### src/rtl/pipeline_pkg.sv
// Shared pipeline constants and the fetch entry type passed between fetch-side blocks.
package pipeline_pkg;

    localparam logic [31:0] NOP_INSTR = 32'h00000013;
    localparam logic [31:0] RESET_PC  = 32'h00000000;

    typedef struct packed {
        logic [31:0] pc;
        logic [31:0] instr;
    } fetch_entry_t;

endpackage

### src/rtl/fetch_fifo.sv
// Small synchronous FIFO of fetch entries; head is visible combinationally for same-cycle pop.
module fetch_fifo
    import pipeline_pkg::*;
#(
    parameter int DEPTH = 2
) (
    input  logic                         clk,
    input  logic                         rst,
    input  logic                         push_i,
    input  fetch_entry_t                 push_data_i,
    input  logic                         pop_i,
    input  logic                         flush_i,
    output logic [$clog2(DEPTH):0]       count_o,
    output fetch_entry_t                 head_o
);

    localparam int AW = $clog2(DEPTH);
    localparam int CW = AW + 1;

    fetch_entry_t    mem_q [DEPTH];
    logic [AW-1:0]   wr_ptr_q;
    logic [AW-1:0]   rd_ptr_q;
    logic [CW-1:0]   count_q;

    // DEPTH is a power of two, so pointers wrap naturally.
    always_ff @(posedge clk) begin
        if (rst || flush_i) begin
            wr_ptr_q <= '0;
            rd_ptr_q <= '0;
            count_q  <= '0;
        end else begin
            if (push_i) begin
                wr_ptr_q <= wr_ptr_q + AW'(1);
            end
            if (pop_i) begin
                rd_ptr_q <= rd_ptr_q + AW'(1);
            end
            count_q <= count_q + CW'(push_i) - CW'(pop_i);
        end
    end

    always_ff @(posedge clk) begin
        if (push_i && !flush_i) begin
            mem_q[wr_ptr_q] <= push_data_i;
        end
    end

    assign count_o = count_q;
    assign head_o  = mem_q[rd_ptr_q];

endmodule

### src/rtl/if_fetch_unit.sv
// Instruction-fetch stage: issues pipelined imem requests, buffers responses and fills IF/ID.
module if_fetch_unit #(
    parameter logic [31:0] RESET_PC   = pipeline_pkg::RESET_PC,
    parameter int          FIFO_DEPTH = 2,
    parameter logic [31:0] NOP_INSTR  = pipeline_pkg::NOP_INSTR
) (
    input  logic        clk,
    input  logic        rst,
    input  logic        IFWrite,
    input  logic        Branch,
    input  logic        Jump,
    input  logic [31:0] JumpAddr,
    output logic        imem_req,
    output logic [31:0] imem_addr,
    input  logic        imem_gnt,
    input  logic        imem_rvalid,
    input  logic [31:0] imem_rdata,
    output logic [31:0] Instruction_id,
    output logic [31:0] PC_id,
    output logic        valid_id
);

    localparam int CW = $clog2(FIFO_DEPTH) + 1;

    if (FIFO_DEPTH != 2 && FIFO_DEPTH != 4) begin : g_bad_depth
        $error("FIFO_DEPTH must be 2 or 4");
    end

    logic                       rst_q;
    logic [31:0]                fetch_pc_q, fetch_pc_d;
    logic [31:0]                resp_pc_q, resp_pc_d;
    logic [CW-1:0]              outstanding_q, outstanding_d;
    logic [CW-1:0]              discard_q, discard_d;
    logic [31:0]                instr_q, instr_d;
    logic [31:0]                pc_id_q, pc_id_d;
    logic                       valid_q, valid_d;

    logic                       redirect;
    logic [31:0]                target;
    logic                       issue;
    logic                       resp_accept;
    logic                       resp_deliver;
    logic [CW:0]                in_flight;
    logic                       fifo_push, fifo_pop, fifo_flush;
    logic [CW-1:0]              fifo_count;
    pipeline_pkg::fetch_entry_t fifo_head;
    pipeline_pkg::fetch_entry_t resp_entry;
    logic                       unused_jump_lo;

    assign unused_jump_lo = ^JumpAddr[1:0];

    assign redirect  = IFWrite && (Branch || Jump);
    assign target    = {JumpAddr[31:2], 2'b00};
    assign in_flight = {1'b0, outstanding_q} + {1'b0, fifo_count};

    // Stay silent in the redirect cycle so nothing is fetched from the wrong path.
    assign imem_req  = !rst && !rst_q && !redirect && (in_flight < (CW+1)'(FIFO_DEPTH));
    assign imem_addr = fetch_pc_q;
    assign issue     = imem_req && imem_gnt;

    assign resp_accept  = imem_rvalid && (outstanding_q != '0);
    assign resp_deliver = resp_accept && (discard_q == '0);
    assign resp_entry   = '{pc: resp_pc_q, instr: imem_rdata};

    always_comb begin
        fetch_pc_d    = issue ? fetch_pc_q + 32'd4 : fetch_pc_q;
        resp_pc_d     = resp_deliver ? resp_pc_q + 32'd4 : resp_pc_q;
        outstanding_d = outstanding_q + CW'(issue) - CW'(resp_accept);
        discard_d     = (resp_accept && discard_q != '0) ? discard_q - CW'(1) : discard_q;
        instr_d       = instr_q;
        pc_id_d       = pc_id_q;
        valid_d       = valid_q;
        fifo_push     = 1'b0;
        fifo_pop      = 1'b0;
        fifo_flush    = 1'b0;

        if (redirect) begin
            // Everything still in flight is stale; a response landing now is dropped too.
            fetch_pc_d = target;
            resp_pc_d  = target;
            discard_d  = outstanding_d;
            fifo_flush = 1'b1;
            instr_d    = NOP_INSTR;
            valid_d    = 1'b0;
        end else if (IFWrite) begin
            if (fifo_count != '0) begin
                fifo_pop  = 1'b1;
                fifo_push = resp_deliver;
                instr_d   = fifo_head.instr;
                pc_id_d   = fifo_head.pc;
                valid_d   = 1'b1;
            end else if (resp_deliver) begin
                instr_d = imem_rdata;
                pc_id_d = resp_pc_q;
                valid_d = 1'b1;
            end else begin
                instr_d = NOP_INSTR;
                valid_d = 1'b0;
            end
        end else begin
            fifo_push = resp_deliver;
        end
    end

    always_ff @(posedge clk) begin
        rst_q <= rst;
        if (rst) begin
            fetch_pc_q    <= RESET_PC;
            resp_pc_q     <= RESET_PC;
            outstanding_q <= '0;
            discard_q     <= '0;
            instr_q       <= NOP_INSTR;
            pc_id_q       <= '0;
            valid_q       <= 1'b0;
        end else begin
            fetch_pc_q    <= fetch_pc_d;
            resp_pc_q     <= resp_pc_d;
            outstanding_q <= outstanding_d;
            discard_q     <= discard_d;
            instr_q       <= instr_d;
            pc_id_q       <= pc_id_d;
            valid_q       <= valid_d;
        end
    end

    fetch_fifo #(
        .DEPTH (FIFO_DEPTH)
    ) u_fifo (
        .clk         (clk),
        .rst         (rst),
        .push_i      (fifo_push),
        .push_data_i (resp_entry),
        .pop_i       (fifo_pop),
        .flush_i     (fifo_flush),
        .count_o     (fifo_count),
        .head_o      (fifo_head)
    );

    assign Instruction_id = instr_q;
    assign PC_id          = pc_id_q;
    assign valid_id       = valid_q;

    a_outstanding_bound: assert property (@(posedge clk) disable iff (rst)
        outstanding_q <= CW'(FIFO_DEPTH));
    a_discard_bound: assert property (@(posedge clk) disable iff (rst)
        discard_q <= CW'(FIFO_DEPTH));
    a_rvalid_expected: assert property (@(posedge clk) disable iff (rst)
        imem_rvalid |-> outstanding_q != '0);

endmodule

### config.mk
export PLATFORM = sky130hd
export DESIGN_NAME = if_fetch_unit
export DESIGN_NICKNAME = d
export VERILOG_FILES = /design/src/rtl/pipeline_pkg.sv /design/src/rtl/fetch_fifo.sv /design/src/rtl/if_fetch_unit.sv
export SDC_FILE = /design/constraint.sdc
export NUM_CORES = 1
export LEC_CHECK = 0
export CAP_MARGIN = 20
export CELL_PAD_IN_SITES_DETAIL_PLACEMENT = 1
export CELL_PAD_IN_SITES_GLOBAL_PLACEMENT = 2
export CORE_ASPECT_RATIO = 1.4
export CORE_MARGIN = 2
export CORE_UTILIZATION = 35
export DETAILED_ROUTE_END_ITERATION = 12
export PLACE_DENSITY_LB_ADDON = 0.1
export SKIP_LAST_GASP = 1
export SYNTH_ARGS = -nofsm -noshare
export SYNTH_HDL_FRONTEND = slang
export SYNTH_SLANG_ARGS = --single-unit
export TNS_END_PERCENT = 5
### constraint.sdc
create_clock -name clk -period 6 [get_ports clk]
set_input_delay 0.6 -clock clk [delete_from_list [all_inputs] [get_ports clk]]
set_output_delay 0.6 -clock clk [all_outputs]
set_load 0.05 [all_outputs]
==> results.cfg, run 1 <==
[route]
drc = 0
firstDrtPassIters = 5
drt-initial-drc-count = 361
totalWireLength_microns = 27970
vias = 7641
routed_via_density = 5.230
wire_per_inst_microns = 19.14
ant_nets = 0

[sta]
fin_skew_ns = 0.01180
rsz0062_at_grt = no
slew_headroom = 0.3107
setup-violations-final = 0
tns_ns = 0
drv_slew = 0
setup_ws_ns = 2.408
layout_min_cycle_time_ns = 3.592
hold_violations = 0
min_period_over_period = 0.5987
worst_pin_slew_ns = 1.032
holdWs_ns = 0.4293
max_freq_ghz = 0.2784

[worst_setup_path]
r2r_start = outstanding_q[0]
reg2reg_depth = 13
cp-end-kind = primary output
r2r-end = discard_q[1]
crit_type = primary input to primary output
critPathCapture = imem_req
r2r_slack_ns = 2.84
critPathMaxFanout = 24
worstPathArrival_ns = 2.99
cp-startpoint = IFWrite
required_ns = 5.40
start_kind = primary input

[clocking]
htreeDepth = 1
clk_pin_slew_ns = 0.06
clock_latency_ns = 0.53
cts_tree = yes
postCtsHoldBufs = 0
clock_sinks = 257
cts_buffer_depth = 3
post_cts.repair.setup_buffers = 0
root_buffer = clkbuf_16
cts_resized = 0
cts_made_buffers = 27

[global_route]
grt_pass1_wl_microns = 43880
overflow = 0
grt_max_degree = 71
grt_antenna_before_repair = 1
grt_pass1_vias = 7959
grt_use_total = 0.1770

[die]
die-area_sq_mm = 0.03150
core_sq_mm = 0.02975
die_w_microns = 150.6
io_pins = 169
dieHeight_microns = 209.2
rows = 75
start_util = 0.3539

[layout]
nets = 1135
syn_to_final_growth_pct = 27.90
nFillCells = 3163
postLayoutCoreUtil = 0.4526
mostFrequentLayoutCells = 161 x clkdlybuf4s50_1, 132 x dfxtp_1, 124 x edfxtp_1
diodes = 0
layout_commonest_cell = clkdlybuf4s50_1
drive_above_1_share = 0.09108

[synthesis]
synthCells = 909
avgSynthCellArea_sq_um = 11.58
ys.flop_type = dfxtp_1
ys_seq_area_frac = 0.6067
yosys_warnings = 0
syn_area_sq_mm = 0.01053
synth-seq-cells = 257
synth_cell_type_count = 50
ys_async_sr_fraction = 0
synth_edf_count = 124

[hold_path]
hold_class = primary input to flop

[power]
power_leakage_nw = 4.267
ir_worst_vdd_mv = 0.1237
p_per_area_mw_per_mm2 = 310.5

[placement]
gp_congestion = 0.7429
dp_hpwl_microns = 18490
pre_cts_ws_ns = 2.017
io_buffers = 162

[job]
cap_viol_max_count = 0

[status]
outcome = completed
==> how the worst min path moves through the flow <==
| stage | from | end | slack [ns] | depth (start not counted) |
|---|---|---|---|---|
| floorplan | resp_pc_q[31] | u_fifo.mem_q[0][63] | 0.47 | 0 |
| global placement | PC_id[29] | PC_id[29] | 0.44 | 2 |
| detailed placement | PC_id[11] | PC_id[11] | 0.45 | 2 |
| CTS | rst | rst_q | 0.41 | 1 |
| global route | rst | rst_q | 0.44 | 1 |
| finish | rst | rst_q | 0.43 | 1 |
==> synth_stat cells, drive strengths merged, types with 12 or more instances <==
cell type  count  area [sq um]
clkbuf        41         153.9
nand2         89         334.1
dfxtp        133          2663
o21bai        29         217.7
a222oi        29         290.3
o211ai        32         245.2
nand3         32         160.2
edfxtp       124          3724
buf           19         96.34
xor2          44         385.4
mux2i         32         320.3
xnor2         17         148.9
a21oi         86         430.4
nor2          55         206.5
nor3          12         65.06
mux2          29         326.6
nand4         22         137.6
==> cell families (layout without fill, tap and decap cells) <==
logic type	after synthesis	after routing	share of synthesized area
AO/OA/AOI/OAI	205	205	0.1319
XOR/XNOR	61	61	0.05075
adder cells (fa/ha/maj)	8	8	0.01022
buffers and inverters	71	235	0.02770
flip-flops	257	257	0.6067
multiplexers	61	61	0.06145
other	1	4	0.0003562
AND/OR/NAND/NOR	245	245	0.1109
==> metal layers <==
metal | vias to the layer above | global-route usage | share of wire
met5 | - | 0 | 0
li1 | 3676 | - | -
met4 | 0 | 0.04995 | 0.021
met1 | 3766 | 0.2295 | 0.44
met2 | 169 | 0.3063 | 0.50
met3 | 30 | 0.02511 | 0.046
==> worst max-delay path, cell delays in order <==
cell and delay, ns:
clkdlybuf4s50_1 0.71, o21ai_4 0.42, nand2b_1 0.16, nor4_1 0.23, clkdlybuf4s50_1 0.86
==> sequential cells by signal, indices dropped and copies added, names as in the netlist, named ones only <==
signal	count
PC_id	30
rst_q	1
u_fifo.rd_ptr_q	1
valid_id	1
outstanding_q	2
u_fifo.mem_q	124
resp_pc_q	30
discard_q	2
imem_addr	30
u_fifo.count_o	2
u_fifo.wr_ptr_q	1
Instruction_id	32
==> where the power goes <==
group	switching [mW]	internal [mW]	leakage, nW
Sequential	0.0766	1.92	2.21
Combinational	0.296	0.184	1.61
Clock	0.676	1.03	0.440
Total	1.05	3.13	4.27
==> layout make-up <==
| class | count | area (sq um) | area share |
|---|---|---|---|
| clock buffer | 38 | 778.2 | 0.05781 |
| clock inverter | 11 | 131.4 | 0.009758 |
| inverter | 11 | 41.29 | 0.003067 |
| multi-input combinational | 584 | 3904 | 0.2900 |
| sequential | 257 | 6390 | 0.4746 |
| tap | 385 | 481.7 | 0.03578 |
| timing repair buffer | 175 | 1737 | 0.1290 |
==> per-stage QoR <==
step,power [mW],std cells,cell area [sq um]
after floorplan,2.320,912,10540
after global placement,2.508,1411,12550
after detailed placement,2.516,1411,12550
after CTS,4.244,1460,13460
after global routing,4.357,1461,13460
final,4.180,1461,13460
Power figures use the tool's default switching activity.
==> inputs of run 2 (changes only) <==
==> constraint.sdc (replaced) <==
create_clock -name clk -period 3.75 [get_ports clk]
set_input_delay 0.375 -clock clk [delete_from_list [all_inputs] [get_ports clk]]
set_output_delay 0.375 -clock clk [all_outputs]
set_load 0.05 [all_outputs]
==> results.cfg, run 2 (same netlist as run 1, synthesis figures left out) <==
[placement]
io_buffers = 162
gp_congestion = 0.7722
dp_hpwl_microns = 18740

[clocking]
post_cts.repair.setup_buffers = 0
cts_buffer_depth = 3
htreeDepth = 1
clk_pin_slew_ns = 0.06
cts_made_buffers = 27
clock_sinks = 257
cts_tree = yes
clock_latency_ns = 0.54
cts_resized = 0
postCtsHoldBufs = 0
root_buffer = clkbuf_16

[sta]
min_period_over_period = 0.7774
hold_violations = 0
layout_min_cycle_time_ns = 2.915
setup-violations-final = 0
tns_ns = 0
holdWs_ns = 0.2228
worst_pin_slew_ns = 0.8784
rsz0062_at_grt = no
max_freq_ghz = 0.3430
slew_headroom = 0.4144
drv_slew = 0
fin_skew_ns = 0.01841

[die]
die_w_microns = 150.6
rows = 75
die-area_sq_mm = 0.03150
io_pins = 169
core_sq_mm = 0.02975
start_util = 0.3539
dieHeight_microns = 209.2

[layout]
layout_commonest_cell = clkdlybuf4s50_1
top_register = u_fifo.mem_q
drive_above_1_share = 0.09945
mostFrequentLayoutCells = 160 x clkdlybuf4s50_1, 132 x dfxtp_1, 124 x edfxtp_1
syn_to_final_growth_pct = 27.50
diodes = 0
nets = 1145
postLayoutCoreUtil = 0.4512
nFillCells = 3162
largest_reg_flops = 124

[global_route]
busiest_layer = met2
grt_pass1_wl_microns = 44330
overflow = 0
grt_use_total = 0.1786
met2_usage = 0.3171
grt_antenna_before_repair = 1
grt_max_degree = 55
grt_pass1_vias = 8051
grt_use_met3 = 0.02183
use_met1 = 0.2241

[hold_path]
min_path_cells = 1
min_from = rst
holdPathEnd = rst_q
hold_class = primary input to flop

[worst_setup_path]
reg2reg_depth = 13
required_ns = 4.16
cp_cell_sequence = and2_1, fa_1, nor4b_1, buf_4, nand2_1, ha_1, inv_1, ha_1, xor2_1, xnor2_1, nor2_1, a21oi_1, nor2_1
start_kind = flop
critPathBufInv = 2
r2r-end = discard_q[1]
cp-end-kind = flop
cpMaxStageDelayCell = fa_1
critical-path-top-delay-family = adder cells
cpPeakStageDelay_ns = 0.46
worstPathArrival_ns = 3.32
critPathMaxFanout = 6
r2r_slack_ns = 0.83
crit_type = flop to flop
r2r_start = outstanding_q[0]

[route]
routed_via_density = 5.206
ant_nets = 0
wire_per_inst_microns = 19.13
firstDrtPassIters = 5
vias = 7658
drc = 0
totalWireLength_microns = 28140
drt-initial-drc-count = 331

[power]
power_leakage_nw = 4.274
finalPower_mw = 6.466
p_per_area_mw_per_mm2 = 481.8
ir_worst_vdd_mv = 0.2619

[status]
outcome = completed

[job]
cap_viol_max_count = 0
## run 2: changes by cell type in the layout (fill, tap and decap cells not counted), sizes merged
| cell | change |
|---|---|
| buf | +12 |
| bufinv | -2 |
| clkbuf | -7 |
| clkdlybuf4s50 | -1 |
| clkinv | +6 |
| clkinvlp | +1 |
| inv | +1 |
## run 2: layer usage
| metal | up-vias | wire length, microns |
|---|---|---|
| li1 | 3686 | - |
| met1 | 3758 | 12090 |
| met2 | 173 | 14110 |
| met3 | 41 | 1208 |
| met4 | 0 | 730 |
| met5 | - | 0 |
## run 2: area by class of cell
class,instances,area [sq um],share of cell area
sequential,257,6390,0.4761
clock inverter,17,113.9,0.008483
tap,385,481.7,0.03589
clock buffer,32,704.4,0.05248
timing repair buffer,185,1799,0.1341
inverter,11,41.29,0.003076
multi-input combinational,584,3891,0.2899
## run 2: worst max-delay path by stage
| stage | from | to | slack (ns) | cells past startpoint |
|---|---|---|---|---|
| detailed placement | outstanding_q[0] | imem_addr[26] | 0.77 | 7 |
| finish | outstanding_q[0] | discard_q[1] | 0.83 | 13 |
| global route | outstanding_q[0] | discard_q[1] | 0.58 | 13 |
| CTS | outstanding_q[0] | imem_addr[26] | 0.76 | 7 |
| global placement | Jump | u_fifo.mem_q[0][25] | 0.86 | 5 |
| floorplan | discard_q[0] | u_fifo.mem_q[0][0] | 0.48 | 5 |
## run 2: report_power, final
group | switching (mW) | total (mW) | internal, mW
clock | 1.09 | 2.50 | 1.41
sequential | 0.124 | 3.19 | 3.07
combinational | 0.472 | 0.774 | 0.302
total | 1.69 | 6.47 | 4.78
## run 2: stage by stage
step | cells | setup WS (ns) | area (sq um)
after floorplan | 912 | 0.4750 | 10540
after global placement | 1422 | 0.8565 | 12600
after detailed placement | 1422 | 0.7730 | 12600
after CTS | 1471 | 0.7600 | 13420
after global routing | 1471 | 0.5793 | 13420
final | 1471 | 0.8349 | 13420
==> inputs of run 3 (changes only) <==
--- a/config.mk
+++ b/config.mk
@@ -10,7 +10,7 @@
 export CELL_PAD_IN_SITES_GLOBAL_PLACEMENT = 2
 export CORE_ASPECT_RATIO = 1.4
 export CORE_MARGIN = 2
-export CORE_UTILIZATION = 35
+export CORE_UTILIZATION = 32
 export DETAILED_ROUTE_END_ITERATION = 12
 export PLACE_DENSITY_LB_ADDON = 0.1
 export SKIP_LAST_GASP = 1
==> constraint.sdc (replaced) <==
create_clock -name clk -period 2.54 [get_ports clk]
set_input_delay 0.254 -clock clk [delete_from_list [all_inputs] [get_ports clk]]
set_output_delay 0.254 -clock clk [all_outputs]
set_load 0.05 [all_outputs]
==> results.cfg, run 3 (same netlist as run 1, synthesis figures left out) <==
[placement]
pre_cts_ws_ns = -0.1064
postPlaceCellArea_sq_mm = 0.01306
dp_hpwl_microns = 20250
io_buffers = 162
place_inst = 1509
gp_congestion = 0.7870

[sta]
min_period_over_period = 0.9583
drv_slew = 0
max_freq_ghz = 0.4108
worst_pin_slew_ns = 0.5654
setup_ws_ns = 0.1060
holdWs_ns = 0.1155
layout_min_cycle_time_ns = 2.434
setup-violations-final = 0
rsz0062_at_grt = yes
fin_skew_ns = 0.02133
tns_ns = 0
hold_violations = 0
slew_headroom = 0.6219

[global_route]
grt_pass1_wl_microns = 46660
grt_use_total = 0.1743
grt_max_degree = 52
overflow = 0
grt_pass1_vias = 8259
grt_antenna_before_repair = 1

[worst_setup_path]
crit_type = flop to flop
r2r_slack_ns = 0.11
cp-end-kind = flop
critPathMaxFanout = 12
required_ns = 3.01
start_kind = flop
worstPathArrival_ns = 2.91

[route]
drt-initial-drc-count = 324
wire_per_inst_microns = 19.08
wl_met3_microns = 1140
routed_via_density = 4.984
wl_met1_microns = 12550
vias = 7770
ant_nets = 0
routed-wl-met2_microns = 15490
firstDrtPassIters = 5
highest_layer = met4
drc = 0
totalWireLength_microns = 29740

[layout]
mostFrequentLayoutCells = 160 x clkdlybuf4s50_1, 132 x dfxtp_1, 124 x edfxtp_1
layout.cells.non_filler = 1559
diodes = 0
nFillCells = 3467
top_register = u_fifo.mem_q
layout_commonest_cell = clkdlybuf4s50_1
largest_reg_flops = 124
syn_to_final_growth_pct = 32.14
final_cell_area_sq_mm = 0.01391
drive_above_1_share = 0.1287
nets = 1177

[die]
core_sq_mm = 0.03240
io_pins = 169
die_w_microns = 157.3
rows = 78
die-area_sq_mm = 0.03438
start_util = 0.3249
dieHeight_microns = 218.6

[clocking]
root_buffer = clkbuf_16
cts_buffer_depth = 3
cts_tree = yes
clk_pin_slew_ns = 0.06
htreeDepth = 1
clock_latency_ns = 0.56
clock_sinks = 257
postCtsHoldBufs = 0
cts_made_buffers = 27

[job]
cap_viol_max_count = 0

[power]
power_leakage_nw = 4.500
ir_worst_vdd_mv = 0.4054
p_per_area_mw_per_mm2 = 699.9

[hold_path]
hold_class = primary input to flop

[status]
outcome = completed
==> run 3: path summary, 6_finish.rpt <==
path,to,start,cells past startpoint
min,rst_q,rst,2
max reg2reg,imem_addr[11],outstanding_q[0],8
min reg2reg,PC_id[6],PC_id[6],2
max,imem_addr[11],outstanding_q[0],8
==> run 3: report_power, final <==
part           switching [mW]  internal [mW]
sequential              0.144           4.53
combinational           0.761          0.520
clock                    1.63           2.14
==> run 3: metal layers <==
metal / vias to the layer above / track usage
met5: - / 0
met4: 0 / 0.04848
met3: 32 / 0.02459
met2: 152 / 0.3186
met1: 3838 / 0.2116
li1: 3748 / -
==> run 3: what timing repair did <==
action / 4_1_cts / 5_1_grt
resized for setup: 2 / 2
pin swaps: 1 / 2
setup buffers: 0 / 0
setup endpoints to repair: 7 / 24
gates cloned: 0 / 0
==> run 3: stage by stage <==
stage,power (mW),utilization
4_1_cts,9.901,0.4289
2_1_floorplan,5.478,-
6_report,9.735,0.4293
5_1_grt,10.16,0.4293
3_3_place_gp,6.041,0.4029
3_5_place_dp,6.056,0.4029
==> run 3: critical path, stage by stage (launching register included) <==
cell and delay [ns]:
dfxtp_1 0.33, and2_1 0.14, fa_2 0.48, or4b_4 0.57
nor3_2 0.19, buf_4 0.22, nand4_1 0.13, xor2_1 0.16
a21oi_1 0.13
==> run 3: layout make-up <==
type                            count  area [sq um]  share of cell area
Tap cell                          440         550.5             0.03958
Sequential cell                   257          6390              0.4594
Clock buffer                       37         743.2             0.05343
Clock inverter                     13         90.09            0.006477
Multi-Input combinational cell    584          3914              0.2814
Timing Repair Buffer              217          2181              0.1568
Inverter                           11         41.29            0.002968
